$ cat src/rtl/arilla_bus_arbiter.sv
// Two-master, one-slave arbiter for the Arilla memory bus.
// Round-robin or fixed-priority grant, with a bounded lock for atomic sequences.
module arilla_bus_arbiter #(
  parameter int DataWidth        = 32,
  parameter int ByteAddressWidth = 32,
  parameter int ByteSize         = 8,
  parameter bit FixedPriority    = 1'b0,
  parameter int MaxLocked        = 8,
  localparam int BeW             = DataWidth / ByteSize
) (
  input  logic                        clk,
  input  logic                        rst_n,

  input  logic [ByteAddressWidth-1:0] m0_address,
  input  logic                        m0_read,
  input  logic                        m0_write,
  input  logic [DataWidth-1:0]        m0_write_data,
  input  logic [BeW-1:0]              m0_byte_enable,
  input  logic                        m0_lock,
  output logic [DataWidth-1:0]        m0_read_data,
  output logic                        m0_available,

  input  logic [ByteAddressWidth-1:0] m1_address,
  input  logic                        m1_read,
  input  logic                        m1_write,
  input  logic [DataWidth-1:0]        m1_write_data,
  input  logic [BeW-1:0]              m1_byte_enable,
  input  logic                        m1_lock,
  output logic [DataWidth-1:0]        m1_read_data,
  output logic                        m1_available,

  output logic [ByteAddressWidth-1:0] s_address,
  output logic                        s_read,
  output logic                        s_write,
  output logic [DataWidth-1:0]        s_write_data,
  output logic [BeW-1:0]              s_byte_enable,
  input  logic [DataWidth-1:0]        s_read_data,
  input  logic                        s_available,

  output logic [1:0]                  grant
);

  localparam int LockW = $clog2(MaxLocked + 1);

  typedef enum logic [1:0] {
    IDLE   = 2'd0,
    GRANT0 = 2'd1,
    GRANT1 = 2'd2
  } state_e;

  state_e             state_q, state_d;
  logic               last_q, last_d;
  logic [LockW-1:0]   lock_cnt_q, lock_cnt_d;

  logic req0, req1;
  logic sel1, req_x, lock_x;

  assign req0   = m0_read | m0_write;
  assign req1   = m1_read | m1_write;
  assign sel1   = (state_q == GRANT1);
  assign req_x  = sel1 ? req1 : req0;
  assign lock_x = sel1 ? m1_lock : m0_lock;

  // Ties go to master 0 under fixed priority, otherwise to the one not served last.
  function automatic state_e arbitrate(input logic r0, input logic r1, input logic lst);
    state_e nxt;
    nxt = IDLE;
    if (r0 && r1) begin
      nxt = (FixedPriority || lst) ? GRANT0 : GRANT1;
    end else if (r0) begin
      nxt = GRANT0;
    end else if (r1) begin
      nxt = GRANT1;
    end
    return nxt;
  endfunction

  always_ff @(posedge clk or negedge rst_n) begin
    if (!rst_n) begin
      state_q    <= IDLE;
      last_q     <= 1'b1;
      lock_cnt_q <= '0;
    end else begin
      state_q    <= state_d;
      last_q     <= last_d;
      lock_cnt_q <= lock_cnt_d;
    end
  end

  always_comb begin
    state_d    = state_q;
    last_d     = last_q;
    lock_cnt_d = lock_cnt_q;
    case (state_q)
      IDLE: begin
        state_d = arbitrate(req0, req1, last_q);
      end
      GRANT0, GRANT1: begin
        if (!req_x) begin
          // Master withdrew mid-transaction: drop the grant cleanly.
          state_d    = IDLE;
          lock_cnt_d = '0;
        end else if (s_available) begin
          last_d = sel1;
          if (lock_x && (int'(lock_cnt_q) + 1 < MaxLocked)) begin
            lock_cnt_d = lock_cnt_q + 1'b1;
          end else begin
            lock_cnt_d = '0;
            state_d    = arbitrate(req0, req1, sel1);
          end
        end
      end
      default: begin
        state_d    = IDLE;
        lock_cnt_d = '0;
      end
    endcase
  end

  always_comb begin
    s_address     = '0;
    s_read        = 1'b0;
    s_write       = 1'b0;
    s_write_data  = '0;
    s_byte_enable = '0;
    m0_available  = 1'b0;
    m0_read_data  = '0;
    m1_available  = 1'b0;
    m1_read_data  = '0;
    grant         = 2'b00;
    case (state_q)
      GRANT0: begin
        s_address     = m0_address;
        s_read        = m0_read;
        s_write       = m0_write & ~m0_read;
        s_write_data  = m0_write_data;
        s_byte_enable = m0_byte_enable;
        m0_available  = s_available & req0;
        m0_read_data  = s_read_data;
        grant         = 2'b01;
      end
      GRANT1: begin
        s_address     = m1_address;
        s_read        = m1_read;
        s_write       = m1_write & ~m1_read;
        s_write_data  = m1_write_data;
        s_byte_enable = m1_byte_enable;
        m1_available  = s_available & req1;
        m1_read_data  = s_read_data;
        grant         = 2'b10;
      end
      default: ;
    endcase
  end

endmodule

$ cat config.mk
export PLATFORM = sky130hd
export DESIGN_NAME = arilla_bus_arbiter
export DESIGN_NICKNAME = d
export VERILOG_FILES = /design/src/rtl/arilla_bus_arbiter.sv
export SDC_FILE = /design/constraint.sdc
export NUM_CORES = 1
export LEC_CHECK = 0
export CORE_AREA = 4 4 120 122
export DETAILED_ROUTE_END_ITERATION = 10
export DIE_AREA = 0 0 124 126
export SLEW_MARGIN = 20
export SYNTH_ARGS = -nofsm -noshare
export SYNTH_HDL_FRONTEND = slang
export SYNTH_SLANG_ARGS = --single-unit
$ cat constraint.sdc
create_clock -name clk -period 5.9 [get_ports clk]
set_input_delay 1.18 -clock clk [delete_from_list [all_inputs] [get_ports clk]]
set_output_delay 1.18 -clock clk [all_outputs]
set_load 0.05 [all_outputs]
==> impl_metrics.ini <==
[global_routing]
antenna_found_initial = 0
grt_use_total_pct = 14.3
grt_pass1_wl_um = 18100
grt_pass1_vias = 3240
grt_overflow = 0
grt_max_degree = 110

[layout]
n_antenna_cell = 0
finalNonFillerCells = 757
num-fill-cells = 1302
register_area_um2 = 176
nets = 764
multiInputGateArea_um2 = 1740
drive_gt1_share_pct = 2.58
syn_to_final_growth_pct = 165
final_core_util_pct = 41.2

[detailed_routing]
drc = 0
wirelength_um = 12700
dr.pass1.iters = 4
routedWlPerCell_um = 16.8
via_per_inst = 4.28
drt_iter0_drc = 199
detail-route-antenna-nets = 0
vias = 3242

[worst_setup_path]
cp_max_fo = 62
r2r_setup_slack_ps = 3270
crit_family = buffers and inverters
critPathRequiredTime_ps = 4720
critPathBufInv = 3
arrival_ps = 3010
path_class = reg -> out
path_cells = inv_1, ha_1, buf_4, nor2b_1, clkdlybuf4s50_1
cpPeakStageDelay_ps = 840
critPathCaptureType = output port
start_kind = flip-flop
cp_slowest_cell = clkdlybuf4s50_1

[synth]
synth_cell_type_count = 34
synth_area_per_cell_um2 = 7.01
synth_area_leader_cell = a22oi_1
ys_seq_area_share_pct = 8.61
netlist_area_um2 = 2050
yosys_register_bits = 7
synth-edff-count = 0
synth_commonest_cells = nor2b_1, a22oi_1, and2_1, clkbuf_1
synth_top_area_share_pct = 25.3
synth.net_count = 474
synthCells = 292
yosys-top-cells-area = a22oi_1, nor2b_1, and2_1
yosysMostFrequentCell = nor2b_1
ys_async_sr_fraction_pct = 100
synthFlopType = dfrtp_1
ys_warn_count = 0

[clock_tree]
post_cts_buffers = 0
cts_resized = 0
cts_root_buf = clkbuf_16
clock_path_buffers = 2
cts_tree = done
htreeDepth = 1
numCtsBuffers = 3
clk_pin_slew_ps = 40
clkLatencyLatePin_ps = 230
clock_sinks = 7
holdBufCountCts = 0

[sta]
period_share_pct = 71.0
slew_headroom_pct = 61.9
finalClockSkew_ps = 2.12
finalSetupTns_ps = 0
final_max_slew_viol_count = 0
hold_violations = 0
min_period_ps = 4190
finalSetupViolations = 0
rsz0062_at_grt = no
tightest_slew_ps = 570
hold_ws_ps = 541
fmax_mhz = 239

[placed_design]
routabilityCongestion = 0.835
dpl.cell_count = 751
hpwl_um = 10000
port-buffer-count = 314

[power]
switching_share_pct = 60.1
p_seq_share_pct = 3.0
switchingPower_uw = 1660
p_comb_share_pct = 92.8
p_int_uw = 1110
p_total_uw = 2770
irDropWorstVdd_mv = 0.277
leakagePower_uw = 0.00188
cellPowerDensity_nw_per_um2 = 509
clkPwrFrac_pct = 4.3

[floorplan]
core_um2 = 13200
core.rowCount = 42
die_height_um = 126
die_x_um = 124
ioPinCount = 315
initial_utilization_pct = 15.5
dieArea_um2 = 15600

[run_status]
outcome = finished clean

[min_path]
hold_class = reg -> reg

[run]
max-cap-violations = 0
cells by family (layout without fill, tap and decap cells):
| group | Yosys count | in the layout | share of synthesized area (%) |
|---|---|---|---|
| flip-flops | 7 | 7 | 8.61 |
| multiplexers | 5 | 5 | 2.99 |
| adder cells (fa/ha/maj) | 5 | 5 | 3.05 |
| AND/OR/NAND/NOR | 153 | 153 | 46.2 |
| AO/OA/AOI/OAI | 84 | 84 | 31.6 |
| buffers and inverters | 38 | 327 | 7.57 |
layer usage:
| layer | GRT usage [%] | wire length [um] |
|---|---|---|
| met1 | 16.4 | 4740 |
| met5 | 0 | 0 |
| met4 | 3.74 | 267 |
| met3 | 2.33 | 998 |
| met2 | 27.1 | 6680 |
metrics by stage:
step,setup slack (ps),area (um^2)
floorplan,2320,2050
global placement,1720,5310
detailed placement,1750,5310
CTS,1630,5390
global route,1510,5440
finish,1710,5440
cells in the final DEF, fill, tap and decap left out, types with 3 or more instances in the layout:
cell type	netlist	final
ha_1	5	3
clkbuf_16	0	3
clkdlybuf4s50_1	0	314
inv_1	6	6
a22oi_1	69	69
and2_1	65	65
o21ai_0	3	3
nor2_1	3	3
nor2b_1	70	70
dfrtp_1	6	6
nand2_1	6	6
flip-flops by register name (all words and copies together) (netlist names):
name / cells
state_q: 2
lock_cnt_q: 4
last_q: 1
power groups by stage:
stage | Combinational, uW | Clock [uW] | Sequential (uW)
2_1_floorplan | 1740 | 0 | 75.0
3_3_place_gp | 2550 | 0 | 80.8
3_5_place_dp | 2560 | 0 | 82.4
4_1_cts | 2560 | 120 | 82.2
5_1_grt | 2700 | 122 | 84.8
6_report | 2570 | 118 | 81.8
worst paths after layout:
kind                                    start             to  depth (start not counted)
worst min-delay path            lock_cnt_q[0]  lock_cnt_q[0]                          1
worst min register to register  lock_cnt_q[0]  lock_cnt_q[0]                          1
max in group asynchronous               rst_n         last_q                          1
worst max register to register     state_q[0]     state_q[1]                          6
min in group asynchronous               rst_n  lock_cnt_q[2]                          1
worst max-delay path               state_q[0]  s_address[23]                          5
layout make-up:
| cell class | instances | share of cell area [%] |
|---|---|---|
| well taps | 176 | 4.05 |
| inverters | 6 | 0.414 |
| repair buffers | 317 | 58.8 |
| flip-flops and latches | 7 | 3.24 |
| clock buffers | 4 | 1.45 |
| multi-input cells | 247 | 32.0 |
worst reg2reg max path, cell delays in order, from the launching register on:
cell and delay [ps]:
dfrtp_1 430, inv_1 120, ha_1 580, buf_4 520, o311a_4 330, a21boi_4 220, mux2_4 310
(Power assumes the default switching activity.)
